`config.mk`:
```
export PLATFORM = sky130hd
export DESIGN_NAME = sram_pro_access_ctrl
export DESIGN_NICKNAME = d
export VERILOG_FILES = /design/src/rtl/sram_pro_pkg.sv /design/src/rtl/sram_pro_access_ctrl.sv
export SDC_FILE = /design/constraint.sdc
export NUM_CORES = 1
export LEC_CHECK = 0
export BUFFER_PORTS_ARGS = -buffer_cell sky130_fd_sc_hd__buf_2
export CAP_MARGIN = 20
export CORE_UTILIZATION = 40
export CTS_CLUSTER_SIZE = 16
export DETAILED_ROUTE_END_ITERATION = 7
export MAX_ROUTING_LAYER = met4
export PLACE_DENSITY = 0.71
export RECOVER_POWER = 50
export SYNTH_ARGS = -nofsm -noshare
export SYNTH_HDL_FRONTEND = slang
export SYNTH_SLANG_ARGS = --single-unit
```
`constraint.sdc`:
```
create_clock -name clk -period 2.45 [get_ports clk]
set_input_delay 0.49 -clock clk [delete_from_list [all_inputs] [get_ports clk]]
set_output_delay 0.49 -clock clk [all_outputs]
set_load 0.005 [all_outputs]
```
`src/rtl/sram_pro_pkg.sv`:
```
// Shared definitions for the pro-channel SRAM initiator: FSM encoding,
// default geometry/timing and the inactive level of the active-low strobes.
package sram_pro_pkg;

  typedef enum logic [1:0] {
    IDLE    = 2'd0,
    SETUP   = 2'd1,
    ACCESS  = 2'd2,
    RECOVER = 2'd3
  } state_t;

  localparam int unsigned DEF_ADDR_W   = 20;
  localparam int unsigned DEF_DATA_W   = 32;
  localparam int unsigned DEF_WAIT_CYC = 2;

  localparam logic STROBE_OFF = 1'b1;

endpackage

```
`src/rtl/sram_pro_access_ctrl.sv`:
```
// Single-beat request/ready to timed SRAM strobe initiator for the 32-bit pro
// channel. Define SRAM_PRO_BACK2BACK_EN to also accept requests in RECOVER.
module sram_pro_access_ctrl
  import sram_pro_pkg::*;
#(
  parameter int unsigned ADDR_W   = DEF_ADDR_W,
  parameter int unsigned DATA_W   = DEF_DATA_W,
  parameter int unsigned WAIT_CYC = DEF_WAIT_CYC
) (
  input  logic              clk,
  input  logic              rst,
  input  logic              req,
  input  logic              req_we,
  input  logic [ADDR_W-1:0] req_addr,
  input  logic [DATA_W-1:0] req_wdata,
  output logic              req_ready,
  output logic              rd_valid,
  output logic [DATA_W-1:0] rd_data,
  output logic              wr_done,
  output logic [ADDR_W-1:0] addr_pro,
  output logic              ce_pro,
  output logic              oe_pro,
  output logic              we_pro,
  output logic [DATA_W-1:0] dataout_pro,
  input  logic [DATA_W-1:0] data_pro
);

  if (WAIT_CYC < 1 || WAIT_CYC > 15) begin : g_bad_wait_cyc
    $error("sram_pro_access_ctrl: WAIT_CYC must be in 1..15");
  end

  localparam logic [3:0] WAIT_CNT_INIT = 4'(WAIT_CYC - 1);

  state_t     state, state_nxt;
  logic [3:0] wait_cnt;
  logic       op_we;
  logic       we_nxt;
  logic       accept;
  logic       ready_nxt;

  assign accept = req && req_ready;
  assign we_nxt = accept ? req_we : op_we;

  always_ff @(posedge clk) begin
    if (rst) state <= IDLE;
    else     state <= state_nxt;
  end

  always_comb begin
    state_nxt = state;
    case (state)
      IDLE:    if (accept) state_nxt = SETUP;
      SETUP:   state_nxt = ACCESS;
      ACCESS:  if (wait_cnt == '0) state_nxt = RECOVER;
      RECOVER: begin
        state_nxt = IDLE;
`ifdef SRAM_PRO_BACK2BACK_EN
        if (accept) state_nxt = SETUP;
`endif
      end
      default: state_nxt = IDLE;
    endcase
  end

  always_comb begin
    ready_nxt = (state_nxt == IDLE);
`ifdef SRAM_PRO_BACK2BACK_EN
    ready_nxt = ready_nxt || (state_nxt == RECOVER);
`endif
  end

  // Every output is registered from the next state, so the bus shows the
  // phase's strobes during the cycle that phase actually occupies.
  always_ff @(posedge clk) begin
    if (rst) begin
      wait_cnt    <= '0;
      op_we       <= 1'b0;
      addr_pro    <= '0;
      dataout_pro <= '0;
      rd_data     <= '0;
      rd_valid    <= 1'b0;
      wr_done     <= 1'b0;
      req_ready   <= 1'b1;
      ce_pro      <= STROBE_OFF;
      oe_pro      <= STROBE_OFF;
      we_pro      <= STROBE_OFF;
    end else begin
      if (accept) begin
        op_we       <= req_we;
        addr_pro    <= req_addr;
        dataout_pro <= req_we ? req_wdata : '0;
      end else if (state_nxt == IDLE) begin
        dataout_pro <= '0;
      end

      if (state == SETUP)
        wait_cnt <= WAIT_CNT_INIT;
      else if (state == ACCESS && wait_cnt != '0)
        wait_cnt <= wait_cnt - 4'd1;

      if (state == ACCESS && wait_cnt == '0 && !op_we)
        rd_data <= data_pro;

      ce_pro    <= (state_nxt == IDLE) ? STROBE_OFF : ~STROBE_OFF;
      oe_pro    <= ~(!we_nxt && (state_nxt == SETUP || state_nxt == ACCESS));
      we_pro    <= ~(we_nxt && (state_nxt == ACCESS));
      rd_valid  <= (state_nxt == RECOVER) && !op_we;
      wr_done   <= (state_nxt == RECOVER) && op_we;
      req_ready <= ready_nxt;
    end
  end

endmodule

```
==> flow_summary.yaml <==
yosys:
  synth.top_cell.area_share_pct: 52.6
  ys_seq_area_share_pct: 52.6
  synth_edf_count: 0
  ys_seq_elements: 96
  synth_area_per_cell_um2: 10.2
  synth.area.top_cells: "dfxtp_1 53%, nand2b_1 11%, mux2i_1 9.0%"
  syn-cell-area_mm2: 0.00365
  syn_nets: 450
  yosysWarnings: 0
  netlist-cell-type-count: 31
  synth_largest_area_cell: "dfxtp_1"
  synthArstFlopShare_pct: 0
  syn_inst: 357
  ys.flop_type: "dfxtp_1"
sta:
  final_hold_viol_count: 0
  slew_headroom_pct: 44.9
  rsz0062_at_grt: "no"
  skew_ns: 0.0138
  fmax_mhz: 471
  setup_viol: 0
  drv_slew: 0
  period_minus_slack_ns: 2.12
  fin_setup_tns_ns: 0
  worst_pin_slew_ns: 0.827
  post-route-period-util_pct: 86.6
die:
  fp.dieW_um: 97.6
  dieArea_mm2: 0.00952
  io_pins: 178
  core_mm2: 0.00876
  floorplan.initialDensity_pct: 41.7
  std_cell_rows: 34
  dieHeight_um: 97.6
worst_setup_path:
  critical-path-top-delay-family: "compound AO/OA/AOI/OAI gates"
  cp.required_ns: 2.75
  cp.buffers_inverters: 2
  reg2reg_from: "state[0]"
  critPathMaxFanout: 32
  cp.arrival_ns: 2.42
  startpoint_type: "flip-flop"
  cp_slowest_cell: "or4b_4"
  cp-end-kind: "flip-flop"
  crit_chain: "inv_1 -> ha_1 -> or4b_4 -> a2111oi_4 -> buf_12 -> a22o_1"
  path_class: "reg2reg"
  critPathMaxStageDelay_ns: 0.51
  worstSetupStartpoint: "state[0]"
drt:
  drt_wl_total_um: 8040
  dr.pass1.iters: 4
  ant_nets: 0
  drt_iter0_drc: 67
  route.detailed.drc: 0
  routed-via-count: 3027
  post_drt_wl_per_cell_um: 12.6
  routed_via_density: 4.74
placement:
  place_hpwl_um: 5640
  portBuffers: 177
  gp_congestion: 0.719
power_and_ir_drop:
  power_uw: 4190
  powerDensity_mw_per_mm2: 875
  ir_worst_vdd_uv: 343
  leakage_uw: 0.00214
clock_network:
  cts_sinks: 96
  ctsResizeCount: 0
  htreeDepth: 3
  clockBufferDepth: 2
  post_cts_buffers: 0
  tritoncts: "yes"
  clock_latency_ns: 0.35
  hold_buffers: 0
  clk_pin_slew_worst_paths_ns: 0.10
  root_buffer: "clkbuf_8"
  cts_buffers: 9
flow_run:
  maxCapViolCount: 0
global_routing:
  grt_pass1_vias: 2907
  grt_max_degree: 71
  grt_pass1_wl_um: 13100
  antenna_found_initial: 0
  grt_usage_pct: 17.2
  overflow: 0
hold_path:
  min-delay-start: "req_wdata[16]"
  min-delay-path-class: "in2reg"
cells_and_area:
  mostFrequentLayoutCells: "148 x buf_2, 96 x dfxtp_1, 64 x nand2b_1"
  fin_nets: 618
  n_antenna_cell: 0
  drive_gt1_share_pct: 33.0
  syn2layout_area_growth_pct: 31.2
  final_common_cell: "buf_2"
  fillers: 790
status:
  status: "finished, final reports clean"
==> power breakdown <==
group / total, µW / switching, µW / internal [µW]
logic: 1270 / 673 / 600
clock network: 975 / 565 / 409
registers: 1940 / 135 / 1810
==> cell usage after synthesis (3+ instances only) <==
master,number
dfxtp_1,96
nand2b_1,64
nand2_1,42
mux2i_1,33
a22o_1,32
a21oi_1,23
clkbuf_1,19
ha_1,5
inv_1,5
nor3_1,5
nor2_1,4
buf_2,3
buf_6,3
==> kinds of logic after synthesis <==
| group | Yosys count | synth area share (%) |
|---|---|---|
| mux | 33 | 9.04 |
| flops | 96 | 52.6 |
| compound gates | 59 | 12.3 |
| buf+inv | 31 | 4.01 |
| simple gates | 133 | 20.4 |
| fa+ha+maj | 5 | 1.71 |
==> per-stage QoR <==
stage | utilization [%] | cells | hold WS [ns] | worst slack (ns) | instance area, µm²
2_1_floorplan | - | 357 | 0.453 | 0.422 | 3650
4_1_cts | 55.1 | 638 | 0.321 | 0.313 | 4830
6_report | 54.7 | 638 | 0.340 | 0.328 | 4790
3_3_place_gp | 53.0 | 622 | 0.439 | 0.417 | 4640
3_5_place_dp | 53.0 | 622 | 0.444 | 0.341 | 4640
5_1_grt | 54.7 | 638 | 0.327 | 0.157 | 4790
==> worst reg2reg max path, delay by kind of cell (launching register included) <==
family	cells	cell delay, ns
AOI/OAI and AO/OA	2	0.59
and+or+nand+nor	1	0.51
DFF	1	0.41
buffers and inverters	2	0.32
adders and majority gates	1	0.26
==> per-layer routing <==
layer | GRT usage [%] | share of wire (%) | up-vias | wire length [µm]
li1 | - | - | 1553 | -
met4 | 6.45 | 1.3 | 0 | 104
met3 | 2.37 | 4.6 | 10 | 370
met5 | - | 0 | - | 0
met1 | 19.9 | 44 | 1373 | 3530
met2 | 30.1 | 50 | 91 | 4030
==> cell type report <==
| cell class | count | area [µm²] | area share, % |
|---|---|---|---|
| flip-flops and latches | 96 | 1920 | 40.1 |
| clock buffers | 10 | 138 | 2.87 |
| repair buffers | 183 | 928 | 19.4 |
| well taps | 108 | 135 | 2.82 |
| inverters | 5 | 18.8 | 0.392 |
| multi-input cells | 230 | 1600 | 33.4 |
| clock inverters | 6 | 51.3 | 1.07 |
==> sequential cells by signal, summed over array words and instances, names as in the netlist <==
name	count
rd_data	32
req_ready	1
wr_done	1
we_pro	1
rd_valid	1
wait_cnt	4
dataout_pro	32
op_we	1
oe_pro	1
state	2
addr_pro	20
==> worst paths after layout <==
path | slack [ns] | end | cells after the start
min | 0.34 | dataout_pro[16] | 2
max reg2reg | 0.33 | dataout_pro[1] | 6
min reg2reg | 0.46 | addr_pro[2] | 2
max | 0.33 | dataout_pro[1] | 6
Power figures use the tool's default switching activity.
